[config.mk]
export PLATFORM = sky130hd
export DESIGN_NAME = axi_7seg_master
export DESIGN_NICKNAME = d
export VERILOG_FILES = /design/src/rtl/axi7seg_pkg.sv /design/src/rtl/axi_7seg_master.sv
export SDC_FILE = /design/constraint.sdc
export NUM_CORES = 1
export LEC_CHECK = 0
export CAP_MARGIN = 20
export CORE_MARGIN = 4
export CORE_UTILIZATION = 46
export CTS_BUF_LIST = sky130_fd_sc_hd__clkbuf_8
export DETAILED_ROUTE_END_ITERATION = 10
export PLACE_DENSITY = 0.83
export SLEW_MARGIN = 40
export SYNTH_ARGS = -nofsm -noshare
export SYNTH_HDL_FRONTEND = slang
export SYNTH_SLANG_ARGS = --single-unit
[constraint.sdc]
create_clock -name clk -period 4.81 [get_ports clk]
set_clock_uncertainty 0.05 [all_clocks]
set_input_delay 0.7215 -clock clk [delete_from_list [all_inputs] [get_ports clk]]
set_output_delay 0.7215 -clock clk [all_outputs]
set_load 0.02 [all_outputs]
[src/rtl/axi7seg_pkg.sv]
// Shared definitions for the 7-segment AXI4-Lite master and slave.
// Register map, response codes and master sequencing enums.
package axi7seg_pkg;

    localparam int ADDR_SEG = 0;
    localparam int ADDR_DP  = 4;
    localparam logic [1:0] RESP_OKAY = 2'b00;

    typedef enum logic [2:0] {
        IDLE,
        WADDR,
        WRESP,
        RADDR,
        RDATA,
        DONE
    } mst_state_t;

    typedef enum logic [1:0] {
        STEP_SEG_WR,
        STEP_DP_WR,
        STEP_SEG_RD,
        STEP_DP_RD
    } step_t;

endpackage

[src/rtl/axi_7seg_master.sv]
// AXI4-Lite initiator writing a full display image (SEG then DP)
// into axi_7seg_cntr, with optional read-back verification.
module axi_7seg_master
    import axi7seg_pkg::*;
#(
    parameter int NDISP      = 8,
    parameter int ADDR_WIDTH = 3,
    parameter int DATA_WIDTH = 32,
    parameter bit VERIFY     = 1'b1
) (
    input  logic                      clk,
    input  logic                      nrst,
    input  logic                      upd_valid,
    output logic                      upd_ready,
    input  logic [NDISP*4-1:0]        upd_digits,
    input  logic [NDISP-1:0]          upd_dp,
    output logic                      done,
    output logic                      err,
    output logic [1:0]                err_step,
    output logic [ADDR_WIDTH-1:0]     awaddr,
    output logic [2:0]                awprot,
    output logic                      awvalid,
    input  logic                      awready,
    output logic [DATA_WIDTH-1:0]     wdata,
    output logic [DATA_WIDTH/8-1:0]   wstrb,
    output logic                      wvalid,
    input  logic                      wready,
    input  logic [1:0]                bresp,
    input  logic                      bvalid,
    output logic                      bready,
    output logic [ADDR_WIDTH-1:0]     araddr,
    output logic [2:0]                arprot,
    output logic                      arvalid,
    input  logic                      arready,
    input  logic [DATA_WIDTH-1:0]     rdata,
    input  logic [1:0]                rresp,
    input  logic                      rvalid,
    output logic                      rready
);

    localparam logic [ADDR_WIDTH-1:0] A_SEG = ADDR_WIDTH'(ADDR_SEG);
    localparam logic [ADDR_WIDTH-1:0] A_DP  = ADDR_WIDTH'(ADDR_DP);

    mst_state_t              r_state;
    step_t                   r_step;
    logic                    r_upd_ready;
    logic                    r_done;
    logic                    r_err;
    logic [1:0]              r_err_step;
    logic [ADDR_WIDTH-1:0]   r_awaddr;
    logic [ADDR_WIDTH-1:0]   r_araddr;
    logic [DATA_WIDTH-1:0]   r_wdata;
    logic                    r_awvalid;
    logic                    r_wvalid;
    logic                    r_bready;
    logic                    r_arvalid;
    logic                    r_rready;
    logic                    r_aw_done;
    logic                    r_w_done;
    logic [DATA_WIDTH-1:0]   r_seg_word;
    logic [DATA_WIDTH-1:0]   r_dp_word;

    logic                    w_aw_ok;
    logic                    w_w_ok;
    logic [DATA_WIDTH-1:0]   w_rexp;
    logic                    w_rbad;

    // Either half of the write may already be done from an earlier cycle.
    assign w_aw_ok = r_aw_done | (r_awvalid & awready);
    assign w_w_ok  = r_w_done  | (r_wvalid  & wready);
    assign w_rexp  = (r_step == STEP_SEG_RD) ? r_seg_word : r_dp_word;
    assign w_rbad  = (rresp != RESP_OKAY) || (rdata != w_rexp);

    always_ff @(posedge clk or negedge nrst) begin
        if (!nrst) begin
            r_state     <= IDLE;
            r_step      <= STEP_SEG_WR;
            r_upd_ready <= 1'b1;
            r_done      <= 1'b0;
            r_err       <= 1'b0;
            r_err_step  <= 2'd0;
            r_awaddr    <= '0;
            r_araddr    <= '0;
            r_wdata     <= '0;
            r_awvalid   <= 1'b0;
            r_wvalid    <= 1'b0;
            r_bready    <= 1'b0;
            r_arvalid   <= 1'b0;
            r_rready    <= 1'b0;
            r_aw_done   <= 1'b0;
            r_w_done    <= 1'b0;
            r_seg_word  <= '0;
            r_dp_word   <= '0;
        end else begin
            r_done <= 1'b0;
            unique case (r_state)
                IDLE: begin
                    if (upd_valid && r_upd_ready) begin
                        r_seg_word  <= DATA_WIDTH'(upd_digits);
                        r_dp_word   <= DATA_WIDTH'(upd_dp);
                        r_err       <= 1'b0;
                        r_err_step  <= 2'd0;
                        r_step      <= STEP_SEG_WR;
                        r_upd_ready <= 1'b0;
                        r_awaddr    <= A_SEG;
                        r_wdata     <= DATA_WIDTH'(upd_digits);
                        r_awvalid   <= 1'b1;
                        r_wvalid    <= 1'b1;
                        r_state     <= WADDR;
                    end
                end
                WADDR: begin
                    if (r_awvalid && awready) r_awvalid <= 1'b0;
                    if (r_wvalid && wready)   r_wvalid  <= 1'b0;
                    if (w_aw_ok && w_w_ok) begin
                        r_aw_done <= 1'b0;
                        r_w_done  <= 1'b0;
                        r_bready  <= 1'b1;
                        r_state   <= WRESP;
                    end else begin
                        r_aw_done <= w_aw_ok;
                        r_w_done  <= w_w_ok;
                    end
                end
                WRESP: begin
                    if (bvalid) begin
                        r_bready <= 1'b0;
                        if (bresp != RESP_OKAY) begin
                            r_err      <= 1'b1;
                            r_err_step <= r_step;
                            r_done     <= 1'b1;
                            r_state    <= DONE;
                        end else if (r_step == STEP_SEG_WR) begin
                            r_step    <= STEP_DP_WR;
                            r_awaddr  <= A_DP;
                            r_wdata   <= r_dp_word;
                            r_awvalid <= 1'b1;
                            r_wvalid  <= 1'b1;
                            r_state   <= WADDR;
                        end else if (VERIFY) begin
                            r_step    <= STEP_SEG_RD;
                            r_araddr  <= A_SEG;
                            r_arvalid <= 1'b1;
                            r_state   <= RADDR;
                        end else begin
                            r_done  <= 1'b1;
                            r_state <= DONE;
                        end
                    end
                end
                RADDR: begin
                    if (arready) begin
                        r_arvalid <= 1'b0;
                        r_rready  <= 1'b1;
                        r_state   <= RDATA;
                    end
                end
                RDATA: begin
                    if (rvalid) begin
                        r_rready <= 1'b0;
                        if (w_rbad) begin
                            r_err      <= 1'b1;
                            r_err_step <= r_step;
                            r_done     <= 1'b1;
                            r_state    <= DONE;
                        end else if (r_step == STEP_SEG_RD) begin
                            r_step    <= STEP_DP_RD;
                            r_araddr  <= A_DP;
                            r_arvalid <= 1'b1;
                            r_state   <= RADDR;
                        end else begin
                            r_done  <= 1'b1;
                            r_state <= DONE;
                        end
                    end
                end
                DONE: begin
                    r_upd_ready <= 1'b1;
                    r_state     <= IDLE;
                end
                default: r_state <= IDLE;
            endcase
        end
    end

    // Keep ready low while reset is held, high at once on release.
    assign upd_ready = r_upd_ready & nrst;
    assign done      = r_done;
    assign err       = r_err;
    assign err_step  = r_err_step;
    assign awaddr    = r_awaddr;
    assign awprot    = 3'b000;
    assign awvalid   = r_awvalid;
    assign wdata     = r_wdata;
    assign wstrb     = '1;
    assign wvalid    = r_wvalid;
    assign bready    = r_bready;
    assign araddr    = r_araddr;
    assign arprot    = 3'b000;
    assign arvalid   = r_arvalid;
    assign rready    = r_rready;

endmodule

==> flow_summary.json, run 1 <==
{
  "status": "finished, final reports clean",
  "crit_arrival_ns": 1.94,
  "tightest_slew_ns": 0.7707,
  "ir_drop_v": 0.0001602,
  "endpoint_kind": "output port",
  "dr.pass1.iters": 4,
  "ctsResizeCount": 0,
  "startpoint": "nrst",
  "ctsHoldBuffers": 0,
  "period_minus_slack_ns": 2.714,
  "maxUsedRoutingLayer": "met4",
  "antenna_found_initial": 0,
  "overflow": 0,
  "drtIter0Drc": 203,
  "clk_latency_ns": 0.35,
  "die_area_mm2": 0.01168,
  "num_io_pins": 142,
  "wl_met3_um": 861,
  "drive_gt1_share_pct": 10.64,
  "fin_nets": 671,
  "yosysSeqAreaShare_pct": 49.46,
  "synth_top_family_by_area": "compound AO/OA/AOI/OAI gates",
  "ys_async_sr_fraction_pct": 100.0,
  "setup_viol": 0,
  "synth-seq-cells": 91,
  "grt_pass1_vias": 4013,
  "place.gp.congestion": 0.8863,
  "rows": 36,
  "avgSynthCellArea_um2": 9.886,
  "fmax_mhz": 368.5,
  "drv_slew": 0,
  "cts_setup_buffers": 0,
  "cts_max_path_buffers": 2,
  "syn_inst": 466,
  "antenna_left": 0,
  "port_buffers": 127,
  "routedWlPerCell_um": 16.77,
  "slew_headroom_pct": 48.62,
  "synth_xor_area_share_pct": 2.662,
  "fp.coreArea_mm2": 0.009774,
  "grt_use_total_pct": 21.26,
  "clk_transition_reported_paths_ns": 0.09,
  "cts.sinks": 91,
  "routed_wl_um": 12160,
  "synth_top_area_cell": "dfrtp_1",
  "synth_fa_ha_area_share_pct": 0,
  "yosys-top-cells-area": "dfrtp_1 49%, mux2_2 6.4%, nand2_1 5.9%",
  "post-route-period-util_pct": 56.42,
  "hold_path_class": "input port to asynchronous set/reset pin",
  "synth-edff-count": 0,
  "worstSetupPathType": "input port to output port",
  "cap_violations": 0,
  "synth_area_mm2": 0.004607,
  "grt_pass1_wl_um": 19690,
  "floorplan.initialDensity_pct": 47.13,
  "p_leak_nw": 2.840,
  "grt_max_degree": 57,
  "drc": 0,
  "dr_total_vias": 3920,
  "antenna_cells": 0,
  "dp_hpwl_um": 9200,
  "fp.dieH_um": 108.1,
  "synth-compound-area-share_pct": 16.24,
  "synth_warnings": 0,
  "critical_path.max_fanout": 43,
  "rsz0062_at_grt": "no",
  "worstPathRequired_ns": 4.04,
  "met1Wirelength_um": 5228,
  "cts_max_level": 3,
  "dr_wl_met2_um": 5730,
  "cts_tree": "built",
  "cts_buffers": 9,
  "hold_viol": 0,
  "cp-start-kind": "input port",
  "synth-main-ff-cell": "dfrtp_1",
  "timing.hold.ws_ns": 0.2824,
  "avgViaCountPerCell": 5.407,
  "synthTopCellsByCount": "90 x dfrtp_1, 72 x nand2_1, 36 x o21ai_0",
  "cts-root-buf": "clkbuf_8",
  "worstReg2RegStart": "r_step[1]$_DFFE_PN0P_",
  "power.density_mw_per_mm2": 238.8,
  "die_w_um": 108.1,
  "muxShareOfSynthArea_pct": 8.745,
  "fin_setup_tns_ns": 0,
  "synth_cell_types": 59,
  "synth_top_area_share_pct": 48.89,
  "yosysMostFrequentCell": "dfrtp_1",
  "syn2layout_area_growth_pct": 33.95,
  "synthSimpleGateAreaFrac_pct": 16.13
}
## flip-flops by register name, summed over array words and instances (netlist names), 2 cells and up
name / flops
wdata: 32
err_step: 2
r_step: 2
r_seg_word: 32
r_state: 3
r_dp_word: 8
## layer usage
metal	up-vias	GRT usage, %
met5	-	0
met4	0	8.206
met3	29	4.239
met2	148	34.33
met1	1898	28.34
li1	1845	-
## layout by cell type, fill, tap and decap left out, types with 3 or more instances in the layout
master / Yosys / layout
a22oi_1: 4 / 4
nand2_1: 72 / 72
nand2b_1: 4 / 4
o21ai_1: 6 / 5
dfrtp_1: 90 / 90
nand3_1: 3 / 3
o22ai_1: 8 / 8
mux2i_1: 11 / 11
a31oi_1: 5 / 5
buf_4: 14 / 4
xnor2_1: 12 / 12
conb_1: 2 / 14
a22o_1: 11 / 11
a21oi_1: 21 / 21
a211oi_1: 3 / 3
inv_1: 24 / 25
nand3b_1: 3 / 3
clkbuf_8: 0 / 10
o21a_1: 3 / 3
nor2_1: 30 / 30
nor4_1: 6 / 5
nor3b_1: 3 / 3
o21ai_0: 36 / 36
o2bb2ai_1: 3 / 3
nor2b_1: 4 / 4
nor3_1: 8 / 8
mux2_2: 26 / 26
clkdlybuf4s50_1: 0 / 126
clkinv_4: 0 / 3
## final timing paths
check                      slack (ns)  depth (start not counted)                         to
hold / removal                   0.28                          1        awvalid$_DFFE_PN0P_
setup / recovery                 2.10                          3                  upd_ready
setup reg to reg                 2.19                          7             done$_DFF_PN0_
min in group clk                 0.43                          2      wdata[10]$_DFFE_PN0P_
max in group asynchronous        3.38                          2  r_seg_word[8]$_DFFE_PN0P_
hold reg to reg                  0.43                          2      wdata[10]$_DFFE_PN0P_
## power by group
part / switching (W) / leakage (nW) / internal, W
Clock: 0.000269 / 0.118 / 0.000308
Sequential: 0 / 1.18 / 0.000764
Combinational: 0.0000605 / 1.54 / 0.0000718
## critical path, cell delays in order
cell and delay, ns:
buf_4 0.42, and2_1 0.20, clkdlybuf4s50_1 0.60
## through the flow
stage | std cells | cell area [um2] | util (%) | total power [W] | worst slack, ns
2_1_floorplan | 478 | 4652 | - | 0.0008196 | 2.493
6_report | 725 | 6171 | 63.13 | 0.001474 | 2.096
4_1_cts | 725 | 6171 | 63.13 | 0.001493 | 2.050
3_3_place_gp | 707 | 5913 | 60.50 | 0.0009106 | 1.786
3_5_place_dp | 709 | 5943 | 60.80 | 0.0009122 | 1.748
5_1_grt | 725 | 6171 | 63.13 | 0.001529 | 1.969
## area by class of cell
type                            count  area, um2
Fill cell                         835       3603
Sequential cell                    91       2278
Multi-Input combinational cell    329       2087
Timing Repair Buffer              132       1321
Tap cell                          133      166.4
Clock buffer                       10      137.6
Clock inverter                      6      90.09
Inverter                           24      90.09
## cells by family (layout without fill, tap and decap cells)
logic type             after synthesis  count (layout)
XOR/XNOR                            14              14
buffers and inverters               58             172
multiplexers                        37              37
other                                2              14
AND/OR/NAND/NOR                    149             149
AO/OA/AOI/OAI                      115             115
flip-flops                          91              91
Power figures use the tool's default switching activity.
==> inputs of run 2 (changes only) <==
==> constraint.sdc (replaced) <==
create_clock -name clk -period 2.6 [get_ports clk]
set_clock_uncertainty 0.05 [all_clocks]
set_input_delay 0.39 -clock clk [delete_from_list [all_inputs] [get_ports clk]]
set_output_delay 0.39 -clock clk [all_outputs]
set_load 0.02 [all_outputs]
==> run 2 against run 1 <==
Clock-buffer cell count unchanged. First-iteration DRC count up 7.4%. Setup slack worse by 1.9 ns. Combinational power up 96%. Die area unchanged. Non-clock buffer count up 20. Critical path depth up 4.
==> flow_summary.json, run 2 (synthesis results as in run 1) <==
{
  "cts_max_level": 3,
  "critical_path.max_fanout": 9,
  "cts_tree": "built",
  "cp-endpoint": "done$_DFF_PN0_",
  "place.gp.congestion": 0.8482,
  "timing.hold.ws_ns": 0.3880,
  "fin_setup_tns_ns": 0,
  "cts_setup_buffers": 0,
  "port_buffers": 127,
  "cp-start-kind": "flop",
  "grt_max_degree": 76,
  "hold_path_class": "input port to asynchronous set/reset pin",
  "worstSetupPathType": "flop to flop",
  "die_area_mm2": 0.01168,
  "hold_viol": 0,
  "overflow": 0,
  "setup_viol": 0,
  "ir_drop_v": 0.0003517,
  "place_area_mm2": 0.006102,
  "antenna_found_initial": 0,
  "grt_pass1_wl_um": 19810,
  "cts_max_path_buffers": 2,
  "status": "finished, final reports clean",
  "routedWlPerCell_um": 16.48,
  "drive_gt1_share_pct": 13.40,
  "antenna_left": 0,
  "layout.cells.non_filler": 745,
  "regToRegSetupSlack_ns": 0.20,
  "period_minus_slack_ns": 2.403,
  "slew_headroom_pct": 54.97,
  "num_io_pins": 142,
  "grtUsageMet1_pct": 29.07,
  "die_w_um": 108.1,
  "rsz0062_at_grt": "no",
  "routed_wl_um": 12280,
  "fin_nets": 691,
  "grt_pass1_vias": 4007,
  "dp_hpwl_um": 9294,
  "fp.dieH_um": 108.1,
  "syn2layout_area_growth_pct": 37.10,
  "final_common_cell": "clkdlybuf4s50_1",
  "post-route-period-util_pct": 92.43,
  "final_area_mm2": 0.006316,
  "avgViaCountPerCell": 5.341,
  "reg2reg_to": "done$_DFF_PN0_",
  "grt_use_met3_pct": 5.313,
  "cts_buffers": 9,
  "tightest_slew_ns": 0.6755,
  "fp.coreArea_mm2": 0.009774,
  "layout_common_cells": "126 x clkdlybuf4s50_1, 90 x dfrtp_1, 72 x nand2_1",
  "crit_arrival_ns": 2.60,
  "drv_slew": 0,
  "top_usage_layer": "met2",
  "cts-root-buf": "clkbuf_8",
  "worstReg2RegStart": "r_step[1]$_DFFE_PN0P_",
  "fin_util_pct": 64.62,
  "p_leak_nw": 2.919,
  "dr.pass1.iters": 5,
  "use_met2_pct": 35.21,
  "power.density_mw_per_mm2": 418.0,
  "cap_violations": 0,
  "fmax_mhz": 416.1,
  "endpoint_kind": "flop",
  "startpoint": "r_step[1]$_DFFE_PN0P_",
  "clk_latency_ns": 0.35,
  "worst-r2r-cell-count": 7,
  "drtIter0Drc": 218,
  "dr_total_vias": 3979,
  "cts.sinks": 91,
  "rows": 36,
  "clk_transition_reported_paths_ns": 0.09,
  "grt_use_total_pct": 21.40,
  "dpl.cell_count": 728,
  "drc": 0,
  "floorplan.initialDensity_pct": 47.13,
  "antenna_cells": 0,
  "worstPathRequired_ns": 2.80
}
[run 2: cell count changes in the layout (fill, tap and decap cells not counted)]
cell,change
dlygate4sd3_1,+1
clkinvlp_4,+2
buf_12,+1
bufinv_16,-1
buf_6,+1
buf_4,+17
clkinv_4,-1
[run 2: area by class of cell]
class                      count  area (um2)
inverter                      24       90.09
clock inverter                 6       66.31
clock buffer                  10       137.6
multi-input combinational    329        2087
sequential                    91        2278
tap                          133       166.4
timing repair buffer         152        1490
fill                         811        3458
[run 2: per-layer routing]
layer | vias up | share of wire, %
li1 | 1889 | -
met1 | 1932 | 44
met2 | 146 | 48
met3 | 12 | 7.0
met4 | 0 | 1.0
met5 | - | 0
[run 2: worst min path at each step]
stage                     from                    end  slack (ns)  depth (start not counted)
final                     nrst     rready$_DFFE_PN0P_        0.39                          2
after global placement    nrst     rready$_DFFE_PN0P_        0.22                          1
after floorplan           nrst  araddr[2]$_DFFE_PN0P_        0.04                          0
after CTS                 nrst     rready$_DFFE_PN0P_        0.38                          2
after detailed placement  nrst     rready$_DFFE_PN0P_        0.22                          1
after global routing      nrst     rready$_DFFE_PN0P_        0.41                          2
[run 2: stage by stage]
stage	power, W	setup slack, ns
global placement	0.001697	-0.1020
global route	0.002759	0.03512
floorplan	0.001516	0.5395
CTS	0.002670	0.1931
finish	0.002640	0.1967
detailed placement	0.001700	-0.1249
[run 2: repair_timing]
action	in CTS	in global routing
gates resized for setup	0	0
hold buffers	1	0
endpoints found under the hold margin	15	0
[run 2: worst max-delay path, cell delays in order, from the launching register on]
cell and delay (ns):
dfrtp_1 0.56, nor2b_4 0.35, nor2_1 0.09, a31oi_2 0.15, o2111ai_2 0.17, nor4_4 0.36, nand4_4 0.23, a211o_1 0.34
[run 2: power breakdown]
part	switching, W	internal [W]	total, W
combinational	0.000115	0.000144	0.000259
clock	0.000497	0.000471	0.000968
sequential	0	0.00141	0.00141
